[src/rtl/branch_resolve_unit_pkg.sv]
// Shared constants for the branch resolve unit: branch condition codes,
// counter init/saturation values and the BHT index width.
package branch_resolve_unit_pkg;

    localparam logic [2:0] F3_BEQ  = 3'b000;
    localparam logic [2:0] F3_BNE  = 3'b001;
    localparam logic [2:0] F3_BLT  = 3'b100;
    localparam logic [2:0] F3_BGE  = 3'b101;
    localparam logic [2:0] F3_BLTU = 3'b110;
    localparam logic [2:0] F3_BGEU = 3'b111;

    function automatic int unsigned index_bits(input int unsigned entries);
        return $clog2(entries);
    endfunction

    // Weakly-not-taken: the largest value whose MSB is still 0.
    function automatic int unsigned ctr_init(input int unsigned bits);
        return (1 << (bits - 1)) - 1;
    endfunction

    function automatic int unsigned ctr_max(input int unsigned bits);
        return (1 << bits) - 1;
    endfunction

endpackage

[src/rtl/branch_resolve_unit_bht.sv]
// Branch history table: saturating direction counters with a combinational
// lookup port for fetch and one training port from resolve.
module branch_history_table
    import branch_resolve_unit_pkg::*;
#(
    parameter int ENTRIES  = 64,
    parameter int CTR_BITS = 2,
    parameter int IDX_BITS = index_bits(ENTRIES)
) (
    input  logic                clk,
    input  logic                rst_n,
    input  logic [IDX_BITS-1:0] rd_idx,
    output logic                rd_msb,
    input  logic                upd_en,
    input  logic [IDX_BITS-1:0] upd_idx,
    input  logic                upd_taken
);

    localparam logic [CTR_BITS-1:0] CTR_INIT = CTR_BITS'(ctr_init(CTR_BITS));
    localparam logic [CTR_BITS-1:0] CTR_MAX  = CTR_BITS'(ctr_max(CTR_BITS));
    localparam logic [CTR_BITS-1:0] CTR_ONE  = CTR_BITS'(1);

    logic [CTR_BITS-1:0] ctr [ENTRIES];
    logic [CTR_BITS-1:0] cur;

    assign cur    = ctr[upd_idx];
    // Read sees the registered value, so a same-cycle update is not visible yet.
    assign rd_msb = ctr[rd_idx][CTR_BITS-1];

    always_ff @(posedge clk or negedge rst_n) begin
        if (!rst_n) begin
            for (int i = 0; i < ENTRIES; i++) begin
                ctr[i] <= CTR_INIT;
            end
        end else if (upd_en) begin
            if (upd_taken && cur != CTR_MAX) begin
                ctr[upd_idx] <= cur + CTR_ONE;
            end else if (!upd_taken && cur != '0) begin
                ctr[upd_idx] <= cur - CTR_ONE;
            end
        end
    end

endmodule

[src/rtl/branch_resolve_unit.sv]
// End-of-execute branch resolution: condition evaluation, target and
// mispredict computation, BHT training, one-entry valid/ready output stage.
module branch_resolve_unit
    import branch_resolve_unit_pkg::*;
#(
    parameter int INSTRUCTION_BITSIZE = 32,
    parameter int BHT_ENTRIES         = 64,
    parameter int COUNTER_BITS        = 2
) (
    input  logic                           clk,
    input  logic                           rst_n,
    input  logic [INSTRUCTION_BITSIZE-1:0] pred_pc,
    output logic                           pred_taken,
    input  logic                           flush,
    input  logic                           in_valid,
    output logic                           in_ready,
    input  logic [2:0]                     funct3,
    input  logic                           is_jal,
    input  logic                           is_jalr,
    input  logic [INSTRUCTION_BITSIZE-1:0] pc,
    input  logic [INSTRUCTION_BITSIZE-1:0] a,
    input  logic [INSTRUCTION_BITSIZE-1:0] b,
    input  logic [INSTRUCTION_BITSIZE-1:0] imm,
    input  logic                           predicted_taken,
    input  logic [INSTRUCTION_BITSIZE-1:0] predicted_target,
    output logic                           out_valid,
    input  logic                           out_ready,
    output logic                           out_taken,
    output logic [INSTRUCTION_BITSIZE-1:0] out_target,
    output logic [INSTRUCTION_BITSIZE-1:0] out_redirect_pc,
    output logic                           out_mispredict,
    output logic                           out_illegal
);

    localparam int W  = INSTRUCTION_BITSIZE;
    localparam int IB = index_bits(BHT_ENTRIES);

    logic         accept;
    logic         is_cond;
    logic         taken;
    logic         illegal;
    logic         mispredict;
    logic [W-1:0] sum_pc;
    logic [W-1:0] sum_reg;
    logic [W-1:0] target;
    logic [W-1:0] redirect_pc;
    logic         unused_pc_bits;

    assign in_ready = !out_valid || out_ready;
    assign accept   = in_valid && in_ready;
    assign is_cond  = !is_jal && !is_jalr;

    // Only the index slice of the PCs feeds the table.
    assign unused_pc_bits = ^{pred_pc[W-1:IB+2], pred_pc[1:0]};

    always_comb begin
        sum_pc  = pc + imm;
        sum_reg = a + imm;
        taken   = 1'b0;
        illegal = 1'b0;
        target  = sum_pc;
        if (is_jalr) begin
            taken  = 1'b1;
            target = {sum_reg[W-1:1], 1'b0};
        end else if (is_jal) begin
            taken = 1'b1;
        end else begin
            case (funct3)
                F3_BEQ:  taken = (a == b);
                F3_BNE:  taken = (a != b);
                F3_BLT:  taken = ($signed(a) < $signed(b));
                F3_BGE:  taken = ($signed(a) >= $signed(b));
                F3_BLTU: taken = (a < b);
                F3_BGEU: taken = (a >= b);
                default: illegal = 1'b1;
            endcase
        end
        redirect_pc = taken ? target : pc + W'(4);
        mispredict  = (taken != predicted_taken) ||
                      (taken && target != predicted_target);
    end

    branch_history_table #(
        .ENTRIES  (BHT_ENTRIES),
        .CTR_BITS (COUNTER_BITS),
        .IDX_BITS (IB)
    ) u_bht (
        .clk       (clk),
        .rst_n     (rst_n),
        .rd_idx    (pred_pc[IB+1:2]),
        .rd_msb    (pred_taken),
        .upd_en    (accept && !flush && is_cond && !illegal),
        .upd_idx   (pc[IB+1:2]),
        .upd_taken (taken)
    );

    always_ff @(posedge clk or negedge rst_n) begin
        if (!rst_n) begin
            out_valid       <= 1'b0;
            out_taken       <= 1'b0;
            out_target      <= '0;
            out_redirect_pc <= '0;
            out_mispredict  <= 1'b0;
            out_illegal     <= 1'b0;
        end else if (flush) begin
            out_valid       <= 1'b0;
            out_taken       <= 1'b0;
            out_target      <= '0;
            out_redirect_pc <= '0;
            out_mispredict  <= 1'b0;
            out_illegal     <= 1'b0;
        end else if (accept) begin
            out_valid       <= 1'b1;
            out_taken       <= taken;
            out_target      <= target;
            out_redirect_pc <= redirect_pc;
            out_mispredict  <= mispredict;
            out_illegal     <= illegal;
        end else if (out_ready) begin
            out_valid <= 1'b0;
        end
    end

endmodule

[config.mk]
export PLATFORM = sky130hd
export DESIGN_NAME = branch_resolve_unit
export DESIGN_NICKNAME = d
export VERILOG_FILES = /design/src/rtl/branch_resolve_unit_pkg.sv /design/src/rtl/branch_resolve_unit_bht.sv /design/src/rtl/branch_resolve_unit.sv
export SDC_FILE = /design/constraint.sdc
export NUM_CORES = 1
export LEC_CHECK = 0
export ABC_AREA = 1
export BUFFER_PORTS_ARGS = -buffer_cell sky130_fd_sc_hd__buf_2
export CORE_MARGIN = 2
export CORE_UTILIZATION = 55
export CTS_CLUSTER_DIAMETER = 200
export DETAILED_ROUTE_END_ITERATION = 6
export HOLD_SLACK_MARGIN = 0.1
export PLACE_DENSITY_LB_ADDON = 0.08
export SLEW_MARGIN = 30
export SYNTH_ARGS = -nofsm -noshare
export SYNTH_HDL_FRONTEND = slang
export SYNTH_SLANG_ARGS = --single-unit
[constraint.sdc]
create_clock -name clk -period 3.8 [get_ports clk]
set_clock_uncertainty 0.05 [all_clocks]
set_input_delay 0.76 -clock clk [delete_from_list [all_inputs] [get_ports clk]]
set_output_delay 0.76 -clock clk [all_outputs]
set_load 0.005 [all_outputs]
After elaboration in Yosys (flattened, before gate mapping)
Cells that the tools add are included.
{"block": "totals", "register_bits": 196, "mem_bits_ro": 0, "latch_bits": 0, "out_inout_bits": 70, "mem_count": 0, "ram_bits": 0, "word_cells": 151}
{"block": "op_classes", "n_reduce_logical": 24, "n_mux": 33, "div_mod_pow": 0, "n_bitwise": 2, "multipliers": 0, "shifts": 0, "eq_ne": 10, "addsub": 5, "n_lt_le_gt_ge": 7}
{"operator": "128-bit bitwise mux", "count": 2}
{"operator": "128-bit two-way mux", "count": 2}
{"operator": "32-bit two-way mux", "count": 6}
{"operator": "32-bit adder", "count": 2}
{"operator": "32-bit greater-or-equal comparator", "count": 2}
{"operator": "32-bit less-than comparator", "count": 2}
{"operator": "32-bit inequality test", "count": 2}
{"operator": "32-bit by 3-bit adder with 32-bit output, second input constant", "count": 1}
{"operator": "32-bit equality test", "count": 1}
{"operator": "2-bit binary-select mux with 6-bit select", "count": 2}
{"operator": "7-bit greater-or-equal comparator, second input constant", "count": 2}
{"operator": "1-bit two-way mux", "count": 14}
{"operator": "6-bit NOT with 7-bit output", "count": 2}
{"operator": "2-bit demux with 6-bit select", "count": 1}
{"operator": "3-bit equality test, second input constant", "count": 4}
{"operator": "2-bit two-way mux", "count": 5}
{"operator": "1-bit logical AND", "count": 9}
{"operator": "7-bit by 1-bit less-than comparator with 1-bit output, second input constant", "count": 1}
{"operator": "1-bit logical NOT", "count": 6}
{"operator": "1-bit one-hot mux with 6 select lines", "count": 1}
{"operator": "2-bit nonzero test", "count": 3}
{"operator": "6-bit OR reduction", "count": 1}
{"operator": "3-bit by 1-bit equality test with 1-bit output, second input constant", "count": 1}
{"operator": "3-bit logical NOT", "count": 1}
{"operator": "7 further kinds", "count": 8}

Logic depth before layout (Yosys ltp)
Gate-level depths: netlist (run 1).
{"block": "logic_depth", "depth_word": 8, "depth_mapped": 24, "mapped_depth_nobuf": 23}

By module
Synthesis (run 1) repeated with hierarchy kept, for this count alone.
{"block": "hier_totals", "cells_unflattened": 3033, "hier_area_um2": 18066.1}
{"mod": "branch_resolve_unit", "cells_each": 1879, "area_each_um2": 10481.3, "n_inst": 1}
{"mod": "branch_history_table", "cells_each": 1154, "area_each_um2": 7584.8, "n_inst": 1}

Worst setup path after synthesis (run 1)
Ideal clock, no wire load.
{"block": "synth_path", "kind": "input to register", "start": "input port pc[2]", "end": "register u_bht.ctr[111] (netlist name)", "path_stages": 17, "n_path_buf": 4, "path_slack_ns": 0.077, "t_required_ns": 3.621, "arrival_ns": 3.544, "path_cell_list": "inv_1 -> nor2_1 -> inv_1 -> buf_2 -> o22ai_1 -> o41ai_1 -> nand2_1 -> nor4_2 -> buf_2 -> buf_2 -> inv_1 -> ha_1 -> o21ai_4 -> buf_8 -> nand3_2 -> nand2_1 -> o21ai_1"}
{"block": "synth_between", "elab_chain_len": 8, "word_cells_on_any_way": 21, "classes_between": "add/sub: 2; order compare: 2; eq/ne: 1; mux: 9; bitwise: 1; reduce/logical: 6"}
{"item": "start, declared", "line": "branch_resolve_unit.sv:20", "source": "input logic [INSTRUCTION_BITSIZE-1:0] pc,"}
{"item": "6-bit NOT with 7-bit output (implied by the code) *", "line": "branch_resolve_unit_bht.sv:26, branch_resolve_unit_bht.sv:37, branch_resolve_unit_bht.sv:39"}
{"item": "2-bit binary-select mux with 6-bit select (tied with other cells)", "line": "branch_resolve_unit_bht.sv:26", "source": "assign cur = ctr[upd_idx];"}
{"item": "2-bit two-way mux (implied by the code) / 1-bit logical AND (equally long branches)", "line": "branch_resolve_unit_bht.sv:26, branch_resolve_unit_bht.sv:37, branch_resolve_unit_bht.sv:39"}
{"item": "2-bit two-way mux, on equally long branches", "line": "branch_resolve_unit_bht.sv:26, branch_resolve_unit_bht.sv:37, branch_resolve_unit_bht.sv:39"}
{"item": "2-bit by 1-bit subtractor with 2-bit output (tied with other cells)", "line": "branch_resolve_unit_bht.sv:39", "source": "ctr[upd_idx] <= cur - CTR_ONE;"}
{"item": "128-bit bitwise mux (tied with other cells)", "line": "branch_resolve_unit_bht.sv:39"}
{"item": "128-bit two-way mux / 2-bit nonzero test (equally long branches)"}
{"item": "128-bit two-way mux / 2-bit AND reduction (equally long branches)"}
{"item": "end signal, assigned by index", "line": "branch_resolve_unit_bht.sv:37", "source": "ctr[upd_idx] <= cur + CTR_ONE;"}
{"item": "end signal, assigned by index", "line": "branch_resolve_unit_bht.sv:39"}
{"item": "end, declared", "line": "branch_resolve_unit_bht.sv:23", "source": "logic [CTR_BITS-1:0] ctr [ENTRIES];"}
Mark *: on every way between the ends. The rest lies on a longest branch, timed or not. The select of a mux whose other input is x is not followed.
A chain may end at the register's enable or synchronous reset.

Worst setup path in the final report (run 1)
{"block": "layout_path", "start": "input port pc[2]", "end": "register u_bht.ctr[121] (netlist name)"}
The elaborated chain is that of the path after synthesis.

==> qor.yml, run 1 <==
worstMarginPinSlew_ns: 0.822
finalMaxSlewViolations: 0
path_max_fanout: 12
core_area_sq_um: 31700
hold_class: "primary input to async pin"
drtIter0Drc: 1509
synth_fp_nets: 3043
ant_nets: 0
post_drt_wl_per_cell_um: 18.1
relSlewSlack_pct: 45.2
syn_area_per_cell_sq_um: 6.50
grtUsageTotal_pct: 37.7
floorplan.initialDensity_pct: 56.2
netlist_instances: 2742
first_pass_iters: 7
area_delta_synth_final_pct: 16.5
max-cap-violations: 0
cts_resized: 0
ys_seq_elements: 196
drc: 2
die_area_sq_um: 33900
dp_slack_ns: -0.245
synthArstFlopShare_pct: 100
cts_buffers: 17
routed-via-count: 19431
die_h_um: 184
syn_area_sq_um: 17800
failed_checks: "design-rule violations"
drt-total-wl_um: 62800
drive_gt1_share_pct: 17.4
cts_setup_buffers: 0
hold_buffers: 0
tritoncts: "yes"
ir_worst_vdd_uv: 345
cts_sinks: 196
h-tree-depth: 4
p_leak_nw: 11.1
grt_pass1_vias: 19044
gp_routability_congestion: 0.959
grt_start_max_net_pins: 79
crit_arrival_ns: 3.89
yosys_warnings: 0
dieWidth_um: 184
p_total_mw: 6.34
layout_common_cells: "804 x nand2_1, 448 x inv_1, 328 x nor2_1, 245 x buf_2, 189 x nand3_1"
utilization_pct: 65.5
period_minus_slack_ns: 3.56
grt_pass1_wl_um: 98600
setup_viol: 0
clock_latency_ns: 0.46
fin_crit_sh_pct: 93.7
portBuffers: 246
rsz0062_at_grt: "no"
fmax_mhz: 281
nNetsFinal: 3341
yosysSeqAreaShare_pct: 28.0
viasPerCell: 5.62
cts.root.buffer_cell: "clkbuf_16"
endpoint_kind: "flop"
worst_hold_slack_ns: 0.262
powerDensity_nw_per_um2: 305
status: "complete, but fails checks"
synth_edf_count: 0
clkTransAtPathRegs_ns: 0.08
start_kind: "primary input"
crit_required_ns: 4.13
fin_ws_ns: 0.241
final_common_cell: "nand2_1"
synth_ff_type: "dfrtp_1"
place_hpwl_um: 50200
antenna_found_initial: 3
std_cell_rows: 65
hold_viol_final: 0
synth_cell_types: 53
cts_buffer_depth: 2
ios: 273
grt_overflow: 0
worstSetupPathType: "primary input to flop"
per-stage QoR:
stage | area (sq um) | instances | TNS [ns]
after detailed placement | 20200 | 3423 | -22.03
after global routing | 20800 | 3455 | 0
after CTS | 20800 | 3455 | 0
after global placement | 20200 | 3423 | -9.42
final | 20800 | 3458 | 0
after floorplan | 17800 | 2742 | 0
worst paths after layout:
kind | from | endpoint | slack, ns | cells past startpoint
max reg2reg | flop | u_bht.ctr[121] | 0.75 | 16
min reg2reg | flop | flop | 0.42 | 2
max | pc[2] | u_bht.ctr[121] | 0.24 | 20
min | rst_n | u_bht.ctr[101] | 0.26 | 1
min in group clk | flop | flop | 0.42 | 2
max in group asynchronous | rst_n | async pin | 2.54 | 2
cells in the mapped netlist, types with 11 or more instances:
library cell,count,area (sq um)
nor3_1,31,155
ha_1,96,1200
dfrtp_1,132,3300
nand2_1,804,3020
xor2_1,18,158
o21bai_1,11,82.6
nand3_1,189,946
a21oi_1,106,531
o211ai_1,18,135
nor2_1,328,1230
nor4_1,12,75.1
dfstp_2,64,1680
buf_1,17,63.8
o21ai_0,99,495
o22ai_1,50,313
o221ai_1,18,158
o21ai_1,63,315
inv_1,448,1680
clkbuf_1,33,124
nand3_4,56,981
nand4_1,32,200
nand3b_1,22,165
buf_2,14,70.1
layer usage:
| layer | global-route usage, % | vias to the layer above | routed length (um) |
|---|---|---|---|
| li1 | - | 9467 | - |
| met1 | 42.2 | 8850 | 23900 |
| met2 | 65.3 | 851 | 29900 |
| met3 | 6.10 | 261 | 3860 |
| met4 | 27.2 | 2 | 5040 |
| met5 | 0 | - | 7 |
area by class of cell:
| cell class | count | area (sq um) |
|---|---|---|
| sequential | 196 | 4980 |
| timing repair buffer | 355 | 2260 |
| tap | 402 | 503 |
| clock buffer | 20 | 437 |
| fill | 2903 | 10900 |
| inverter | 451 | 1690 |
| clock inverter | 12 | 120 |
| multi-input combinational | 2019 | 10800 |
| antenna | 3 | 7.51 |
power by group:
group	total, mW	leakage [nW]	internal, mW	switching (mW)
combinational	2.32	8.65	0.779	1.54
sequential	2.26	2.16	2.20	0.0612
clock	1.77	0.269	0.919	0.847
total	6.34	11.1	3.90	2.45
kinds of logic after synthesis:
kind of cell / Yosys count / synth area share, %
and+or+nand+nor: 1496 / 38.9
DFF: 196 / 28.0
AOI/OAI and AO/OA: 403 / 13.2
xor gates and xnor gates: 22 / 1.12
buffers and inverters: 527 / 11.8
adders and majority gates: 98 / 6.96
critical path, cell delays in order:
cell and delay (ns):
buf_2 0.15, inv_1 0.13, nand3_1 0.17, buf_4 0.21, buf_4 0.15, o22ai_1 0.07, nor3_1 0.20, o221ai_1 0.19
nand2_1 0.09, nand2_1 0.13, nor4_4 0.36, inv_1 0.08, ha_1 0.23, o21ai_4 0.17, buf_12 0.20, buf_12 0.15
nand3_1 0.16, nand2_1 0.12, inv_1 0.05, nor2_1 0.10
(Power assumes the default switching activity.)
==> run 2, diff against run 1 <==
CELL_PAD_IN_SITES_DETAIL_PLACEMENT = 1   (was default)
CELL_PAD_IN_SITES_GLOBAL_PLACEMENT = 2   (was default)
CORE_ASPECT_RATIO = 0.5   (was default)
CORE_UTILIZATION = 32   (was 55)
==> run 2 against run 1 <==
  * The run now ends clean
  * Critical path type unchanged
  * Core utilization is 27 points lower
  * Final cell count is 11% higher
  * Sequential power hardly changed
  * Die area is 70% higher
  * Via count is 1.5% lower
  * Non-clock buffer count is 29 higher
  * Count of clock-buffer cells in the layout is 3 lower
  * Sequential share of layout area is 0.84 points lower
  * Combinational power is 8% higher
  * Worst hold slack better by 0.013 ns
  * Cell area is 3.6% higher
==> qor.yml, run 2 (same netlist as run 1, synthesis figures left out) <==
floorplan.initialDensity_pct: 32.2
cts.root.buffer_cell: "clkbuf_16"
finalInstanceArea_sq_um: 21500
ir_worst_vdd_uv: 210
path_max_fanout: 17
fin_crit_sh_pct: 91.3
n_fill_cell: 7295
grt_start_max_net_pins: 80
power.switching_mw: 2.70
ios: 273
p_int_mw: 3.94
post_drt_wl_per_cell_um: 19.4
gp_routability_congestion: 0.883
core_area_sq_um: 55300
grt_pass1_wl_um: 114000
cts_sinks: 196
ant_nets: 0
grt_overflow: 0
std_cell_rows: 61
max-cap-violations: 0
rsz0062_at_grt: "no"
crit_required_ns: 4.10
p_total_mw: 6.64
drtIter0Drc: 999
placed_area_sq_um: 20900
drc: 0
clkTransAtPathRegs_ns: 0.08
setup_viol: 0
fin_setup_tns_ns: 0
drive_gt1_share_pct: 18.2
crit_arrival_ns: 3.77
nNetsFinal: 3370
area_delta_synth_final_pct: 20.7
die_h_um: 171
hold_class: "primary input to async pin"
routed-via-count: 19135
worst_hold_slack_ns: 0.275
power_frac_comb_pct: 37.8
drt-total-wl_um: 74500
antenna_found_initial: 3
status: "completed"
relSlewSlack_pct: 41.9
cts_buffers: 17
grt_pass1_vias: 19430
powerDensity_nw_per_um2: 308
seqPwrFrac_pct: 34.0
p_clk_share_pct: 28.2
hold_viol_final: 0
start_kind: "primary input"
first_pass_iters: 5
grtUsageTotal_pct: 25.9
worstMarginPinSlew_ns: 0.871
utilization_pct: 38.9
p_leak_nw: 11.3
clock_latency_ns: 0.45
period_minus_slack_ns: 3.47
cts_buffer_depth: 2
place_hpwl_um: 60500
final_common_cell: "nand2_1"
regArea_sq_um: 4980
die_area_sq_um: 57700
h-tree-depth: 4
tritoncts: "yes"
fmax_mhz: 288
switching_share_pct: 40.7
portBuffers: 246
viasPerCell: 4.98
multi_input_area_sq_um: 10800
endpoint_kind: "flop"
layout_common_cells: "804 x nand2_1, 448 x inv_1, 328 x nor2_1, 245 x buf_2, 189 x nand3_1"
dieWidth_um: 338
worstSetupPathType: "primary input to flop"
finalMaxSlewViolations: 0
## run 2: critical path, stage by stage
cell      delay, ns
buf_2          0.13
inv_1          0.16
nor2_1         0.09
inv_1          0.15
buf_12         0.18
o22ai_1        0.08
nor3_1         0.24
o221ai_1       0.16
nand2_1        0.10
nand2_1        0.13
nor4_4         0.34
inv_1          0.08
ha_1           0.25
o21ai_4        0.20
buf_12         0.23
buf_12         0.18
nand3_4        0.09
nor2_1         0.13
nor2_1         0.05
## run 2: cell type report
type	count	area share, %
clock buffer	17	1.98
inverter	451	7.86
multi-input combinational	2019	50.0
timing repair buffer	384	11.8
sequential	196	23.2
clock inverter	15	0.779
tap	756	4.39
antenna	2	0.0232
## run 2: repair_timing
item,4_1_cts,5_1_grt
setup buffers,0,0
resized for setup,0,1
endpoints found under the setup margin,0,6
hold buffers,0,0
## run 2: final timing paths
check                      depth (start not counted)  startpoint       endpoint  slack (ns)
max                                               19       pc[2]  u_bht.ctr[89]        0.33
min                                                1       rst_n  u_bht.ctr[69]        0.27
max reg2reg                                       15        flop  u_bht.ctr[89]        0.74
min reg2reg                                        2        flop           flop        0.43
max in group asynchronous                          2       rst_n      async pin        2.41
min in group clk                                   2        flop           flop        0.43
## run 2: power groups by stage
stage | clock network, mW | registers, mW | logic [mW]
finish | 1.87 | 2.26 | 2.51
global route | 1.98 | 2.27 | 2.78
CTS | 1.92 | 2.26 | 2.52
detailed placement | 0 | 2.29 | 2.52
global placement | 0 | 2.29 | 2.48
floorplan | 0 | 2.29 | 1.39
## run 2: routing by layer
| metal | global-route usage, % | vias to the layer above | share of wire (%) |
|---|---|---|---|
| met5 | 0 | - | 0 |
| met4 | 5.72 | 0 | 1.7 |
| met3 | 1.55 | 60 | 2.3 |
| met2 | 45.6 | 256 | 48 |
| met1 | 34.9 | 9315 | 48 |
| li1 | - | 9504 | - |
## run 2: stage by stage
| stage | instances | setup WS, ns |
|---|---|---|
| detailed placement | 3806 | -0.201 |
| global placement | 3806 | -0.110 |
| finish | 3840 | 0.329 |
| floorplan | 2742 | 0.0767 |
| CTS | 3838 | 0.260 |
| global route | 3840 | 0.00422 |
